File: src/rtl/imem_loader.sv
// imem_loader: program loader for instruction memory.
// Receives a byte stream (word count, then big-endian 32-bit words) over a
// valid/ready handshake and writes each word into instruction memory through
// a single-cycle write port at consecutive word-aligned byte addresses.
// Optional feature macro: IMEM_LOADER_CHECKSUM_EN adds a trailing XOR
// checksum byte and the Error flag; without it Error is tied low.
//
// Handshake: a byte moves on every rising edge where ByteValid && ByteReady.
// ByteReady is a register that depends on the FSM state only, never on
// ByteValid; a source offered while ByteReady=0 must hold its byte.
module imem_loader #(
  parameter int ADDR_W = 10,
  parameter logic [ADDR_W-1:0] BASE_ADDR = '0
) (
  input  logic              clk,
  input  logic              reset,
  input  logic              Start,
  input  logic [7:0]        ByteIn,
  input  logic              ByteValid,
  output logic              ByteReady,
  output logic              WrEn,
  output logic [ADDR_W-1:0] WrAddr,
  output logic [31:0]       WrData,
  output logic              Busy,
  output logic              Done,
  output logic              Error,
  output logic [2:0]        dbg_state
);

  typedef enum logic [2:0] {
    S_IDLE  = 3'd0,
    S_LEN   = 3'd1,
    S_DATA  = 3'd2,
    S_WRITE = 3'd3,
`ifdef IMEM_LOADER_CHECKSUM_EN
    S_CHK   = 3'd4,
`endif
    S_DONE  = 3'd5
  } state_t;

  state_t     state;
  logic [8:0] words_left;  // 1..256 words still to be written
  logic [1:0] byte_idx;    // position of the next byte inside the word
  logic       xfer;

  assign xfer      = ByteValid && ByteReady;
  assign dbg_state = state;

`ifdef IMEM_LOADER_CHECKSUM_EN
  logic [7:0] xor_acc;
  logic       error_q;
  assign Error = error_q;

  // Checksum accumulator and mismatch flag; cleared on each new load.
  always_ff @(posedge clk) begin
    if (reset) begin
      xor_acc <= 8'd0;
      error_q <= 1'b0;
    end else begin
      if ((state == S_IDLE || state == S_DONE) && Start) begin
        xor_acc <= 8'd0;
        error_q <= 1'b0;
      end else if (state == S_DATA && xfer) begin
        xor_acc <= xor_acc ^ ByteIn;
      end else if (state == S_CHK && xfer) begin
        error_q <= (ByteIn != xor_acc);
      end
    end
  end
`else
  assign Error = 1'b0;
`endif

  // Main loader FSM; all outputs are registered alongside the state.
  always_ff @(posedge clk) begin
    if (reset) begin
      state      <= S_IDLE;
      ByteReady  <= 1'b0;
      WrEn       <= 1'b0;
      WrAddr     <= BASE_ADDR;
      WrData     <= 32'd0;
      Busy       <= 1'b0;
      Done       <= 1'b0;
      words_left <= 9'd0;
      byte_idx   <= 2'd0;
    end else begin
      WrEn <= 1'b0;
      case (state)
        S_IDLE, S_DONE: begin
          if (Start) begin
            state     <= S_LEN;
            ByteReady <= 1'b1;
            Busy      <= 1'b1;
            Done      <= 1'b0;
          end
        end
        S_LEN: begin
          if (xfer) begin
            state      <= S_DATA;
            // A count byte of zero stands for a full 256-word program.
            words_left <= (ByteIn == 8'd0) ? 9'd256 : {1'b0, ByteIn};
            byte_idx   <= 2'd0;
            WrAddr     <= BASE_ADDR;
          end
        end
        S_DATA: begin
          if (xfer) begin
            // First byte of a word is its most significant byte.
            case (byte_idx)
              2'd0:    WrData[31:24] <= ByteIn;
              2'd1:    WrData[23:16] <= ByteIn;
              2'd2:    WrData[15:8]  <= ByteIn;
              default: WrData[7:0]   <= ByteIn;
            endcase
            byte_idx <= byte_idx + 2'd1;
            if (byte_idx == 2'd3) begin
              state     <= S_WRITE;
              ByteReady <= 1'b0;
              WrEn      <= 1'b1;
            end
          end
        end
        S_WRITE: begin
          // Address wraps naturally at the top of the ADDR_W space.
          WrAddr     <= WrAddr + ADDR_W'(4);
          words_left <= words_left - 9'd1;
          if (words_left == 9'd1) begin
`ifdef IMEM_LOADER_CHECKSUM_EN
            state     <= S_CHK;
            ByteReady <= 1'b1;
`else
            state     <= S_DONE;
            ByteReady <= 1'b0;
            Busy      <= 1'b0;
            Done      <= 1'b1;
`endif
          end else begin
            state     <= S_DATA;
            ByteReady <= 1'b1;
          end
        end
`ifdef IMEM_LOADER_CHECKSUM_EN
        S_CHK: begin
          if (xfer) begin
            state     <= S_DONE;
            ByteReady <= 1'b0;
            Busy      <= 1'b0;
            Done      <= 1'b1;
          end
        end
`endif
        default: begin
          state     <= S_IDLE;
          ByteReady <= 1'b0;
          Busy      <= 1'b0;
          Done      <= 1'b0;
        end
      endcase
    end
  end

endmodule

File: config.mk
export PLATFORM = sky130hd
export DESIGN_NAME = imem_loader
export DESIGN_NICKNAME = d
export VERILOG_FILES = /design/src/rtl/imem_loader.sv
export SDC_FILE = /design/constraint.sdc
export NUM_CORES = 1
export LEC_CHECK = 0
export CAP_MARGIN = 20
export CELL_PAD_IN_SITES_DETAIL_PLACEMENT = 0
export CELL_PAD_IN_SITES_GLOBAL_PLACEMENT = 1
export CORE_AREA = 3 3 91 93
export DETAILED_ROUTE_END_ITERATION = 12
export DIE_AREA = 0 0 94 96
export GPL_TIMING_DRIVEN = 0
export PLACE_DENSITY_LB_ADDON = 0.2
export SYNTH_ARGS = -nofsm -noshare
export SYNTH_HDL_FRONTEND = slang
export SYNTH_SLANG_ARGS = --single-unit
export TNS_END_PERCENT = 10
File: constraint.sdc
create_clock -name clk -period 1.96 [get_ports clk]
set_clock_uncertainty 0.1 [all_clocks]
set_input_delay 0.392 -clock clk [delete_from_list [all_inputs] [get_ports clk]]
set_output_delay 0.392 -clock clk [all_outputs]
set_load 0.1 [all_outputs]
# [Yosys cells after proc, flatten, opt, wreduce, memory -nomap -nowiden]
# Index checks and enable logic that the tools add are counted.
[op_classes] reduce_logical=19 n_addsub=3 mux=25 n_eq_ne=13 bitwise=5
[ops] operator="one-hot mux 10 bit (2 select lines)" n=1
[ops] operator="2-to-1 mux 9 bit" n=2
[ops] operator="one-hot mux 9 bit (2 select lines)" n=1
[ops] operator="AND reduction 3 bit" n=6
[ops] operator="2-to-1 mux 3 bit" n=5
[ops] operator="one-hot mux 3 bit (4 select lines)" n=1
[ops] operator="adder 10 x 3 -> 10 bit, second input constant" n=1
[ops] operator="2-to-1 mux 10 bit" n=1
[ops] operator="inequality test 2 bit, second input constant" n=5
[ops] operator="== test 9 x 1 -> 1 bit, second input constant" n=1
[ops] operator="subtractor 9 x 1 -> 9 bit, second input constant" n=1
[ops] operator="zero test 8 bit" n=1
[ops] operator="2-to-1 mux 1 bit" n=8
[ops] operator="AND reduction 4 bit" n=2
[ops] operator="== test 3 x 2 -> 1 bit, second input constant" n=2
[ops] operator="one-hot mux 1 bit (3 select lines)" n=2
[ops] operator="OR reduction 3 bit" n=2
[ops] operator="inverter 1 bit" n=5
[ops] operator="== test 2 bit, second input constant" n=2
[ops] operator="2-to-1 mux 2 bit" n=2
[ops] operator="one-hot mux 1 bit (4 select lines)" n=1
[ops] operator="one-hot mux 2 bit (2 select lines)" n=1
[ops] operator="nonzero test 2 bit" n=2
[ops] operator="OR reduction 2 bit" n=2
[ops] operator="other kinds (8)" n=8
[totals] ff_bits=60

# [Logic depth before layout (Yosys ltp)]
[logic_depth] ltp_word=4 mapped_depth=7 mapped_depth_nobuf=7

# [Worst setup path before layout]
# No wires, ideal clock.
[synth_timing] path_kind="register -> register" start="reg state[1] (netlist: dbg_state[1])" end="reg WrData[0]" n_path_buf=1 setup_slack_ns=-0.345 period_less_slack_ns=2.305 required_time_ns=1.728 path_stages_with_launch=7 arrival_time_ns=2.072 path_cell_list="dfxtp_1 > buf_6 > or3b_4 > nor2_8 > nand2_1 > nand2_1 > a21oi_1"
[synth_between] elab_chain_cells=2
[synth_rtl] item="start, declared" line_no="41" text="state_t state;"
[synth_rtl] item="start signal, assigned" line_no="77" text="state <= S_IDLE;"
[synth_rtl] item="start signal, assigned" line_no="91" text="state <= S_LEN;"
[synth_rtl] item="start signal, assigned" line_no="99" text="state <= S_DATA;"
[synth_rtl] item="== test 3 x 2 -> 1 bit" line_no="88" text="case (state)"
[synth_rtl] item="AND reduction 3 bit (no source line)"
[synth_rtl] item="end signal, assigned" line_no="113" text="default: WrData[7:0] <= ByteIn;"
[synth_rtl] item="end, declared" line_no="23" text="output logic [31:0] WrData,"
# No other way between the ends.
# A chain may end at the register's enable or synchronous reset.

# [Final worst setup path]
[layout_timing] start="in ByteValid" end="reg words_left[4]"
[layout_between] elab_chain_cells=3
[layout_rtl] item="start, declared" line_no="19" text="input logic ByteValid,"
[layout_rtl] item="logical AND 1 bit" line_no="46" text="assign xfer = ByteValid && ByteReady;"
[layout_rtl] item="inequality test 2 bit (no source line)"
[layout_rtl] item="AND reduction 2 bit (no source line)"
[layout_rtl] item="end signal, assigned" line_no="101" text="words_left <= (ByteIn == 8'd0) ? 9'd256 : {1'b0, ByteIn};"
[layout_rtl] item="end signal, assigned" line_no="126" text="words_left <= words_left - 9'd1;"
[layout_rtl] item="end, declared" line_no="42" text="logic [8:0] words_left;"
# No other way between the ends.

==> impl_metrics.toml <==
[outcome]
status = "completed"

[synthesis]
synth_common_cells = "dfxtp_1 (58), a21oi_1 (50), nand2_1 (48), nand3_1 (42), nor2_1 (30)"
synth_edf_count = 0
syn_inst = 335
synth.most_common_cell = "dfxtp_1"
synth_top_area_share_pct = 42.8
yosys-top-cells-area = "dfxtp_1 (43%), a21oi_1 (9.2%), nand3_1 (7.7%), nand2_1 (6.6%), nor2_1 (4.1%)"
ys_async_sr_fraction_pct = 0
avgSynthCellArea_um2 = 8.10
synth_area_um2 = 2710
ys.flop_type = "dfxtp_1"
ys_seq_area_share_pct = 42.8
ys_warn_count = 0
yosysUniqueCellTypes = 50
ys_ff_latch = 58
yosysTopAreaCell = "dfxtp_1"

[critical_path]
worstSetupStartpointType = "input pin"
crit_chain = "clkdlybuf4s50_1, nand2_2, a21o_1, a222oi_1, nor2_1"
crit_arrival_ps = 1930
worstPathMaxFanout = 8
critical_path.top_delay_family = "compound AO/OA/AOI/OAI gates"
crit_slowest_cell = "clkdlybuf4s50_1"
required_ps = 2060
crit_buf_inv = 1
max_stage_delay_ps = 570
path_class = "in -> reg"
cp-end-kind = "flop"

[floorplan]
die_x_um = 94
ios = 62
initial_utilization_pct = 35.7
num_rows = 32
coreArea_um2 = 7610
die_y_um = 96
die_area_um2 = 9020

[place]
hpwl_um = 5400
routabilityCongestion = 0.830
post-place-ws_ps = -388
port_buffers = 57

[power_and_ir_drop]
pwr_density_cell_nw_per_um2 = 1020
p_total_mw = 3.75
ir_drop_mv = 0.502
p_leak_nw = 1.28

[clocking]
cts.sinks = 58
clock-root-buffer = "clkbuf_8"
h-tree-depth = 3
cts_buffers = 9
cts_hold_buf = 0
cts_tree = "done"
post_cts.repair.setup_buffers = 0
clk_latency_ps = 340
post_cts_resized = 141
clockBufferDepth = 2
path_clk_slew_ps = 70

[routing]
wl_per_cell_um = 15.0
first_iter_violations = 105
drc_errors = 0
drt_pass1_iterations = 4
ant_nets = 0
viasPerCell = 5.15
vias = 2638
drt_wl_total_um = 7670

[final_layout]
fillers = 770
insertedDiodeCount = 0
area_growth_syn_to_layout_pct = 36.2
final_util_pct = 48.6
drive_gt1_share_pct = 21.7
fin_nets = 425

[global_route]
grt_antenna_before_repair = 0
grt_pass1_vias = 2437
grtUsageTotal_pct = 17.8
overflow = 0
grt_start_max_net_pins = 12
grt_pass1_wl_um = 12400

[hold_path]
hold_path_class = "in -> reg"

[sta]
fin_crit_sh_pct = 93.2
finalSetupTns_ps = 0
worstMarginPinSlew_ps = 626
rsz0062_at_grt = "false"
period_needed_ps = 1830
setup_viol = 0
maxSlewViolCount = 0
whs_ps = 348
fmax_mhz = 547
setup_ws_ps = 133
finalHoldViolCount = 0
slew-limit-headroom_pct = 58.3

[run]
maxCapViolations = 0
[layer usage]
layer	global-route usage [%]	wire length [um]	vias up	part of all wire, %
met5	0	0	-	0
met4	7.46	97	0	1.3
met3	3.67	419	11	5.5
met2	28.7	3580	60	47
met1	23.2	3570	1248	47
li1	-	-	1319	-
[kinds of logic after synthesis]
logic type / count (synthesis) / synth area share [%]
muxes: 4 / 1.57
xor gates and xnor gates: 2 / 0.646
AOI/OAI and AO/OA: 78 / 17.0
and+or+nand+nor: 154 / 27.9
adders and majority gates: 9 / 4.06
other: 1 / 0.138
DFF: 58 / 42.8
buffers and inverters: 29 / 5.95
[path summary, 6_finish.rpt]
path	from	endpoint	slack (ps)	cells after the start
hold / removal	reset	WrData[29]	350	2
hold reg to reg	WrData[7]	WrData[7]	350	2
setup reg to reg	dbg_state[1]	WrData[15]	170	6
setup / recovery	ByteValid	words_left[4]	130	5
[through the flow]
stage	instance area, um2	cells
global placement	3430	496
detailed placement	3430	496
CTS	3690	512
floorplan	2730	337
global route	3700	512
finish	3700	512
[power by group]
group	internal, mW	total [mW]	switching, mW
registers	1.27	1.35	0.0833
logic	0.395	1.33	0.930
clock network	0.569	1.08	0.508
total	2.23	3.75	1.52
[layout by cell type, fill, tap and decap left out, drive strengths merged, types with 3 or more instances in the layout]
cell	n
inv	8
dfxtp	58
o21ai	9
clkbuf	24
buf	9
clkdlybuf4s50	10
conb	3
clkdlybuf4s15	46
clkinvlp	3
nand2	49
a21oi	51
ha	8
nor3	13
a22oi	3
nand3	42
and3	3
nor2	32
[final cells by class]
class                      count  area, um2  area share (%)
clock buffer                  11        163            4.40
tap                          102        128            3.45
multi-input combinational    250       1420            38.3
clock inverter                 5       36.3           0.982
buffer                        21        131            3.55
inverter                       8       30.0           0.812
timing repair buffer          57        623            16.9
sequential                    58       1170            31.6
[flip-flops by register name, summed over array words and instances (netlist names)]
register / flops
Done: 1
dbg_state: 3
Busy: 1
ByteReady: 1
WrEn: 1
WrAddr: 8
WrData: 32
byte_idx: 2
words_left: 9
Power figures use the tool's default switching activity.
